==> src/rtl/ifu_fetch.sv <==
// ifu_fetch: instruction-fetch unit.
//   Owns the PC (reset to RESET_PC) and issues one fetch at a time to
//   instruction memory over a valid/ready request channel. It accepts
//   redirects from execute, and buffers fetched {pc, inst} pairs in a small
//   FIFO that feeds decode through a valid/ready handshake.
//
// Optional build macro:
//   IFU_RSP_BYPASS_EN  when defined, a response that arrives while the FIFO
//                      is empty is presented to decode in the same cycle.
//                      When undefined, every response goes through the FIFO
//                      and nothing from imem_rsp_* reaches out_* combinationally.
//
// Ports:
//   clk, rst                          clock; synchronous active-high reset
//   imem_req_valid/ready/addr         fetch request channel (addr = fetch PC)
//   imem_rsp_valid/data               fetch response (always accepted)
//   redirect_valid/redirect_pc        redirect from execute (branch/jump/trap)
//   out_valid/ready/pc/inst           fetch-buffer head towards decode
//
// state  | meaning
// S_REQ  | idle or requesting; a request issues when the buffer has room
// S_WAIT | one request outstanding; its response will be kept
// S_DROP | one request outstanding; its response will be discarded
module ifu_fetch #(
   parameter int              XLEN       = 32,
   parameter logic [XLEN-1:0] RESET_PC   = XLEN'(32'h80000000),
   parameter int              FIFO_DEPTH = 2,
   parameter int              ILEN       = 32
) (
   input  logic            clk,
   input  logic            rst,
   output logic            imem_req_valid,
   input  logic            imem_req_ready,
   output logic [XLEN-1:0] imem_req_addr,
   input  logic            imem_rsp_valid,
   input  logic [ILEN-1:0] imem_rsp_data,
   input  logic            redirect_valid,
   input  logic [XLEN-1:0] redirect_pc,
   output logic            out_valid,
   input  logic            out_ready,
   output logic [XLEN-1:0] out_pc,
   output logic [ILEN-1:0] out_inst
);

   localparam logic [1:0] S_REQ  = 2'd0;
   localparam logic [1:0] S_WAIT = 2'd1;
   localparam logic [1:0] S_DROP = 2'd2;

   localparam int PTR_W = (FIFO_DEPTH > 1) ? $clog2(FIFO_DEPTH) : 1;
   localparam int CNT_W = $clog2(FIFO_DEPTH + 1);
   localparam logic [CNT_W-1:0] DEPTH_C = CNT_W'(FIFO_DEPTH);

   logic [1:0]      state;
   logic [XLEN-1:0] fetch_pc;
   logic [XLEN-1:0] req_pc;
   logic [CNT_W-1:0] count;
   logic [PTR_W-1:0] rd_ptr;
   logic [PTR_W-1:0] wr_ptr;
   logic [XLEN-1:0] fifo_pc   [FIFO_DEPTH];
   logic [ILEN-1:0] fifo_inst [FIFO_DEPTH];
   logic [XLEN-1:0] hold_pc;
   logic [ILEN-1:0] hold_inst;

   logic fifo_nonempty;
   logic req_fire;
   logic rsp_take;
   logic bypass;
   logic push;
   logic pop;

   assign fifo_nonempty = (count != '0);
   assign imem_req_addr = fetch_pc;

   // Outputs are gated by rst so nothing is offered while reset is held,
   // even before the first reset edge has cleared the registers.
   assign imem_req_valid = !rst && (state == S_REQ) && (count < DEPTH_C) && !redirect_valid;
   assign req_fire       = imem_req_valid && imem_req_ready;

   // A response is kept only when it belongs to a live request and no
   // redirect squashes it in the same cycle.
   assign rsp_take = (state == S_WAIT) && imem_rsp_valid && !redirect_valid;

`ifdef IFU_RSP_BYPASS_EN
   assign bypass = !rst && rsp_take && !fifo_nonempty;
`else
   assign bypass = 1'b0;
`endif

   // A bypassed response taken by decode in the same cycle never enters the FIFO.
   assign push = rsp_take && !(bypass && out_ready);
   assign pop  = fifo_nonempty && out_ready;

   assign out_valid = !rst && (fifo_nonempty || bypass);

   always_comb begin
      out_pc   = hold_pc;
      out_inst = hold_inst;
      if (fifo_nonempty) begin
         out_pc   = fifo_pc[rd_ptr];
         out_inst = fifo_inst[rd_ptr];
      end else if (bypass) begin
         out_pc   = req_pc;
         out_inst = imem_rsp_data;
      end
   end

   always_ff @(posedge clk) begin
      if (rst) begin
         state    <= S_REQ;
         fetch_pc <= RESET_PC;
         req_pc   <= '0;
      end else begin
         if (redirect_valid) begin
            fetch_pc <= redirect_pc;
         end else if (req_fire) begin
            fetch_pc <= fetch_pc + XLEN'(4);
         end

         if (req_fire) begin
            req_pc <= fetch_pc;
         end

         case (state)
            S_REQ: begin
               if (req_fire) state <= S_WAIT;
            end
            S_WAIT: begin
               if (imem_rsp_valid)      state <= S_REQ;
               else if (redirect_valid) state <= S_DROP;
            end
            S_DROP: begin
               // The outstanding response is the one being discarded; once it
               // arrives nothing is in flight, whatever redirects happened.
               if (imem_rsp_valid) state <= S_REQ;
            end
            default: state <= S_REQ;
         endcase
      end
   end

   always_ff @(posedge clk) begin
      if (rst) begin
         count     <= '0;
         rd_ptr    <= '0;
         wr_ptr    <= '0;
         hold_pc   <= '0;
         hold_inst <= '0;
      end else begin
         // Remember what decode last saw so the head holds when empty.
         hold_pc   <= out_pc;
         hold_inst <= out_inst;
         if (redirect_valid) begin
            count  <= '0;
            rd_ptr <= '0;
            wr_ptr <= '0;
         end else begin
            if (push) wr_ptr <= wr_ptr + PTR_W'(1);
            if (pop)  rd_ptr <= rd_ptr + PTR_W'(1);
            if (push && !pop)      count <= count + CNT_W'(1);
            else if (pop && !push) count <= count - CNT_W'(1);
         end
      end
   end

   always_ff @(posedge clk) begin
      if (!rst && !redirect_valid && push) begin
         fifo_pc[wr_ptr]   <= req_pc;
         fifo_inst[wr_ptr] <= imem_rsp_data;
      end
   end

endmodule

==> config.mk <==
export PLATFORM = sky130hd
export DESIGN_NAME = ifu_fetch
export DESIGN_NICKNAME = d
export VERILOG_FILES = /design/src/rtl/ifu_fetch.sv
export SDC_FILE = /design/constraint.sdc
export NUM_CORES = 1
export LEC_CHECK = 0
export BUFFER_PORTS_ARGS = -buffer_cell sky130_fd_sc_hd__buf_4
export CORE_UTILIZATION = 45
export CTS_CLUSTER_DIAMETER = 150
export DETAILED_ROUTE_END_ITERATION = 7
export PLACE_DENSITY = 0.74
export SYNTH_ARGS = -nofsm -noshare
export SYNTH_HDL_FRONTEND = slang
export SYNTH_SLANG_ARGS = --single-unit
==> constraint.sdc <==
create_clock -name clk -period 8.6 [get_ports clk]
set_input_delay 1.72 -clock clk [delete_from_list [all_inputs] [get_ports clk]]
set_output_delay 1.72 -clock clk [all_outputs]
set_load 0.01 [all_outputs]
## Word-level counts from Yosys, hierarchy flattened

Memory sizes are Yosys's and may differ from the RTL's. A register that Yosys moved wholly into a read port is not among the register bits.
Index checks and enable logic that the tools add are counted.

| storage, ports and cells | value |
|---|---|
| bits in registers | 134 |
| bits in latches | 0 |
| memory bits (read-only) | 0 |
| output and inout port bits | 98 |
| input port bits | 70 |
| memories kept | 2 |
| word-level logic and storage cells | 60 |
| bits in writable memories | 128 |

| cells by class | value |
|---|---|
| $mul | 0 |
| magnitude comparators | 1 |
| divide/modulo/power cells | 0 |
| muxes and demuxes | 17 |
| shift-type cells | 0 |
| equal/unequal tests | 5 |
| reductions and logical operators | 22 |
| add/sub/neg operators | 5 |
| bitwise gates (word level) | 0 |

Memories:

| name | depth | bits a word | read ports | clocked after memory_dff | wr ports | RTL line | RTL |
|---|---|---|---|---|---|---|---|
| fifo_inst | 2 | 32 | 1 | 1 | 1 | 60 | `logic [ILEN-1:0] fifo_inst [FIFO_DEPTH];` |
| fifo_pc | 2 | 32 | 1 | 1 | 1 | 59 | `logic [XLEN-1:0] fifo_pc [FIFO_DEPTH];` |

Operators with widths:

| kind | number |
|---|---|
| two-way mux 32 bit | 4 |
| adder 32 x 3 -> 32 bit, second input constant | 1 |
| logical AND 1 bit | 12 |
| two-way mux 2 bit | 6 |
| two-way mux 1 bit | 6 |
| one-hot mux 2 bit (3 select lines) | 1 |
| nonzero test 2 bit | 3 |
| logical NOT 1 bit | 4 |
| != test 2 bit, second input constant | 2 |
| != test 3 bit, second input constant | 1 |
| AND reduction 3 bit | 1 |
| adder 1 bit, second input constant | 2 |
| adder 2 x 1 -> 2 bit, second input constant | 1 |
| == test 2 x 1 -> 1 bit, second input constant | 1 |
| == test 2 bit, second input constant | 1 |
| logical NOT 2 bit | 1 |
| < comparator 2 bit, second input constant | 1 |
| OR reduction 2 bit | 1 |
| subtractor 2 x 1 -> 2 bit, second input constant | 1 |

## Depth between registers and ports, before layout

| logic depth | value |
|---|---|
| word-level depth | 7 |
| gate-level depth with buffers | 7 |
| gate-level depth less buffers | 6 |

## Worst setup path after synthesis

OpenSTA, ideal clock, no wires.

| timing | value |
|---|---|
| kind | in2reg |
| from | in redirect_valid |
| to | mem fifo_inst[0][0] (enable) |
| stages | 3 |
| required time | 7,956 ps |
| path slack | -268 ps |
| buffers on the path | 1 |
| arrival | 8,224 ps |
| library setup time | 644 ps |
| path through | or2_2 > clkbuf_1 > nor4_1 |

| on the way | value |
|---|---|
| cells in the longest elaborated chain, start to end | 5 |
| elaborated cells between the ends (all ways) | 6 |
| those cells by class | 2 x mux; 4 x reduce/logical |

RTL lines:

| item | RTL line | RTL |
|---|---|---|
| start: declaration | 37 | `input logic redirect_valid,` |
| logical NOT 1 bit (*) | 81, 166 |  |
| logical AND 1 bit, on equally long branches | 166, 81 |  |
| logical AND 1 bit (*) | 166 | `if (!rst && !redirect_valid && push) begin` |
| two-way mux 1 bit (*) | 166 |  |
| two-way mux 1 bit (not written as such) (*) | 168 | `fifo_inst[wr_ptr] <= imem_rsp_data;` |
| end: declaration | 60 |  |

Every way passes the cells marked *; elsewhere a longest branch is shown, timed or not.

## Worst setup path after layout

| timing | value |
|---|---|
| from | reg count[1] |
| to | out out_pc[16] |

| on the way | value |
|---|---|
| cells in the longest elaborated chain, start to end | 2 |

RTL lines:

| item | RTL line | RTL |
|---|---|---|
| start: declaration | 56 | `logic [CNT_W-1:0] count;` |
| start signal: assignment | 159 | `if (push && !pop) count <= count + CNT_W'(1);` |
| start signal: assignment | 160 | `else if (pop && !push) count <= count - CNT_W'(1);` |
| nonzero test 2 bit | 71 | `assign fifo_nonempty = (count != '0);` |
| two-way mux 32 bit | 98 | `if (fifo_nonempty) begin` |
| end: declaration | 41 | `output logic [XLEN-1:0] out_pc,` |

Every way passes these cells.

==> impl_metrics.env <==
export IMPL_power_leakage_nw=4.49
export IMPL_antenna_cells=0
export IMPL_nets=1108
export IMPL_cts_made_buffers=28
export IMPL_clk_latency_ns=0.53
export IMPL_place_congestion=0.817
export IMPL_ys_types=48
export IMPL_grt_util_all_layers_pct=18.8
export IMPL_path_clk_slew_ns=0.06
export IMPL_crit_chain="nor2_4, buf_4, o21ai_0, buf_4"
export IMPL_cpPeakStageDelay_ns=0.81
export IMPL_min_period_ns=4.69
export IMPL_grt_pass1_wl_um=35200
export IMPL_combPwrFrac_pct=4.4
export IMPL_initialDrtViolationCount=518
export IMPL_p_sw_share_pct=21.0
export IMPL_hold_viol_final=0
export IMPL_regArea_um2=6550
export IMPL_violations="DRC"
export IMPL_critPathBufInv=2
export IMPL_final_period_utilization_pct=54.6
export IMPL_synthArstFlopShare_pct=0
export IMPL_fin_hold_ws_ns=0.446
export IMPL_cts_root_buffer="clkbuf_16"
export IMPL_p_seq_share_pct=49.3
export IMPL_drtAntennaViolNets=0
export IMPL_crit_type="register to primary output"
export IMPL_clock_sinks=263
export IMPL_ir_worst_vdd_mv=0.135
export IMPL_max_freq_mhz=213
export IMPL_status="complete, but fails checks"
export IMPL_synth_top_area_share_pct=38.0
export IMPL_arrival_ns=2.97
export IMPL_fin_util_pct=57.2
export IMPL_cpMostUsedCell="buf_4"
export IMPL_coreArea_um2=22000
export IMPL_drv_slew=0
export IMPL_drive_gt1_share_pct=22.9
export IMPL_routedWlPerCell_um=16.3
export IMPL_p_per_area_nw_per_um2=217
export IMPL_ioPinCount=168
export IMPL_syn2layout_area_growth_pct=24.1
export IMPL_cts_path_max_buffers=3
export IMPL_syn_avg_cell_area_um2=11.4
export IMPL_rsz0062_at_grt="false"
export IMPL_drc=26
export IMPL_cap_violations=0
export IMPL_cts_setup_buffers=0
export IMPL_p_sw_mw=0.574
export IMPL_start_util_pct=46.1
export IMPL_cts_tree="yes"
export IMPL_critPathSlowestCell="nor2_4"
export IMPL_crit_family="buffers and inverters"
export IMPL_multiInputGateArea_um2=3360
export IMPL_yosys_warnings=0
export IMPL_fp_dieW_um=152
export IMPL_n_fill_cell=1839
export IMPL_grt_max_degree=83
export IMPL_synth_area_um2=10100
export IMPL_worstPathMaxFanout=76
export IMPL_cp_required_ns=6.88
export IMPL_synth_edf_count=128
export IMPL_stdcell_count=1338
export IMPL_ys_ff_latch=263
export IMPL_dr_pass1_iters=7
export IMPL_ys_seq_area_share_pct=64.7
export IMPL_synthTopCellsByArea="edfxtp_1 (38%), dfxtp_1 (27%), mux2i_1 (6.5%)"
export IMPL_h_tree_depth=1
export IMPL_relSlewSlack_pct=26.1
export IMPL_dp_hpwl_um=13200
export IMPL_finalPower_mw=2.73
export IMPL_fp_dieH_um=152
export IMPL_cts_resized_gates=0
export IMPL_finClkSkew_ns=0.0158
export IMPL_hold_class="register to register"
export IMPL_synth_nets=961
export IMPL_yosys_most_used_dff="dfxtp_1"
export IMPL_vias_per_cell=5.24
export IMPL_p_int_mw=2.15
export IMPL_synth_cells=889
export IMPL_yosys_top_cells_count="nand2_1 (151), dfxtp_1 (135), edfxtp_1 (128)"
export IMPL_place_inst=1286
export IMPL_synth_most_common_cell="nand2_1"
export IMPL_cts_hold_buf=0
export IMPL_antenna_found_initial=0
export IMPL_tightest_slew_ns=1.10
export IMPL_vias=7007
export IMPL_routed_wirelength_um=21800
export IMPL_dieArea_um2=23100
export IMPL_startpoint_type="register"
export IMPL_clockPowerShare_pct=46.3
export IMPL_placementRows=54
export IMPL_fin_setup_tns_ns=0
export IMPL_grt_pass1_vias=6830
export IMPL_r2r_slack_ns=5.97
export IMPL_port_buffer_count=167
export IMPL_yosys_area_top_type="edfxtp_1"
export IMPL_critPathCaptureType="primary output"
export IMPL_setup_viol_count_final=0
export IMPL_overflow=0
-- per-stage QoR --
step | worst slack, ns | instance area, µm²
finish | 3.91 | 12600
global route | 3.65 | 12600
CTS | 3.84 | 12600
detailed placement | 4.07 | 11600
global placement | 4.10 | 11600
floorplan | 2.45 | 10100
-- worst register-to-register path, delay by kind of cell (launching register included) --
| kind | cells | cell delay [ns] |
|---|---|---|
| AND/OR/NAND/NOR | 3 | 1.66 |
| AO/OA/AOI/OAI | 2 | 0.42 |
| flip-flops | 1 | 0.39 |
-- cell usage in the layout, fill, tap and decap left out, types with 4 or more instances in the layout --
cell	Yosys	routed
o21ai_0	75	75
nor2b_1	66	66
a31oi_1	18	18
nand2_1	151	151
nor2_1	21	20
xnor2_1	5	5
clkinv_2	0	8
clkbuf_16	0	29
o22ai_1	8	8
nand3_1	13	12
nor3_1	6	6
dfxtp_1	135	134
mux2_2	4	4
a21oi_1	53	53
buf_4	0	172
or3_1	5	5
nand3b_1	4	4
nor4_1	6	5
clkinvlp_4	0	4
mux2i_1	66	66
and2_1	8	8
edfxtp_1	128	128
xor2_1	7	7
inv_1	6	6
bufinv_16	0	5
nand4_1	11	11
-- logic make-up after synthesis --
kind of cell | count (synthesis) | share of synthesized area (%)
AOI/OAI and AO/OA | 168 | 9.11
xor gates and xnor gates | 12 | 1.04
adders and majority gates | 2 | 0.247
buffers and inverters | 61 | 2.46
DFF | 263 | 64.7
muxes | 70 | 6.97
and+or+nand+nor | 313 | 15.5
-- routing by layer --
layer	routed length (µm)	vias to the layer above	GRT usage (%)	share of wire, %
met5	0	-	0	0
met4	267	0	4.32	1.2
met3	1620	22	3.91	7.4
met2	10300	238	31.0	47
met1	9620	3288	25.3	44
li1	-	3459	-	-
-- final cells by class --
cell class / count / area share (%)
multi-input combinational: 565 / 26.7
sequential: 263 / 52.1
tap: 280 / 2.79
clock inverter: 22 / 2.00
clock buffer: 30 / 5.89
inverter: 6 / 0.179
timing repair buffer: 172 / 10.3
-- power by group through the flow --
stage	Sequential, mW	Combinational (mW)	Clock (mW)
5_1_grt	1.35	0.132	1.34
3_3_place_gp	1.37	0.118	0
4_1_cts	1.35	0.121	1.29
2_1_floorplan	1.37	0.0553	0
6_report	1.35	0.121	1.26
3_5_place_dp	1.37	0.121	0
-- state kept, by name, summed over array words and instances (netlist names), named ones only --
register	count
state	2
imem_req_addr	32
rd_ptr	1
fifo_pc	64
req_pc	32
hold_inst	32
hold_pc	32
count	2
fifo_inst	64
wr_ptr	1
-- final timing paths --
kind,from,to,cells after the start
worst max-delay path,count[1],out_pc[16],4
worst max register to register,state[1],imem_req_addr[12],5
worst min-delay path,req_pc[12],fifo_pc[0][12],0
worst min register to register,req_pc[12],fifo_pc[0][12],0
No activity file was read; power rests on OpenSTA's default activity.
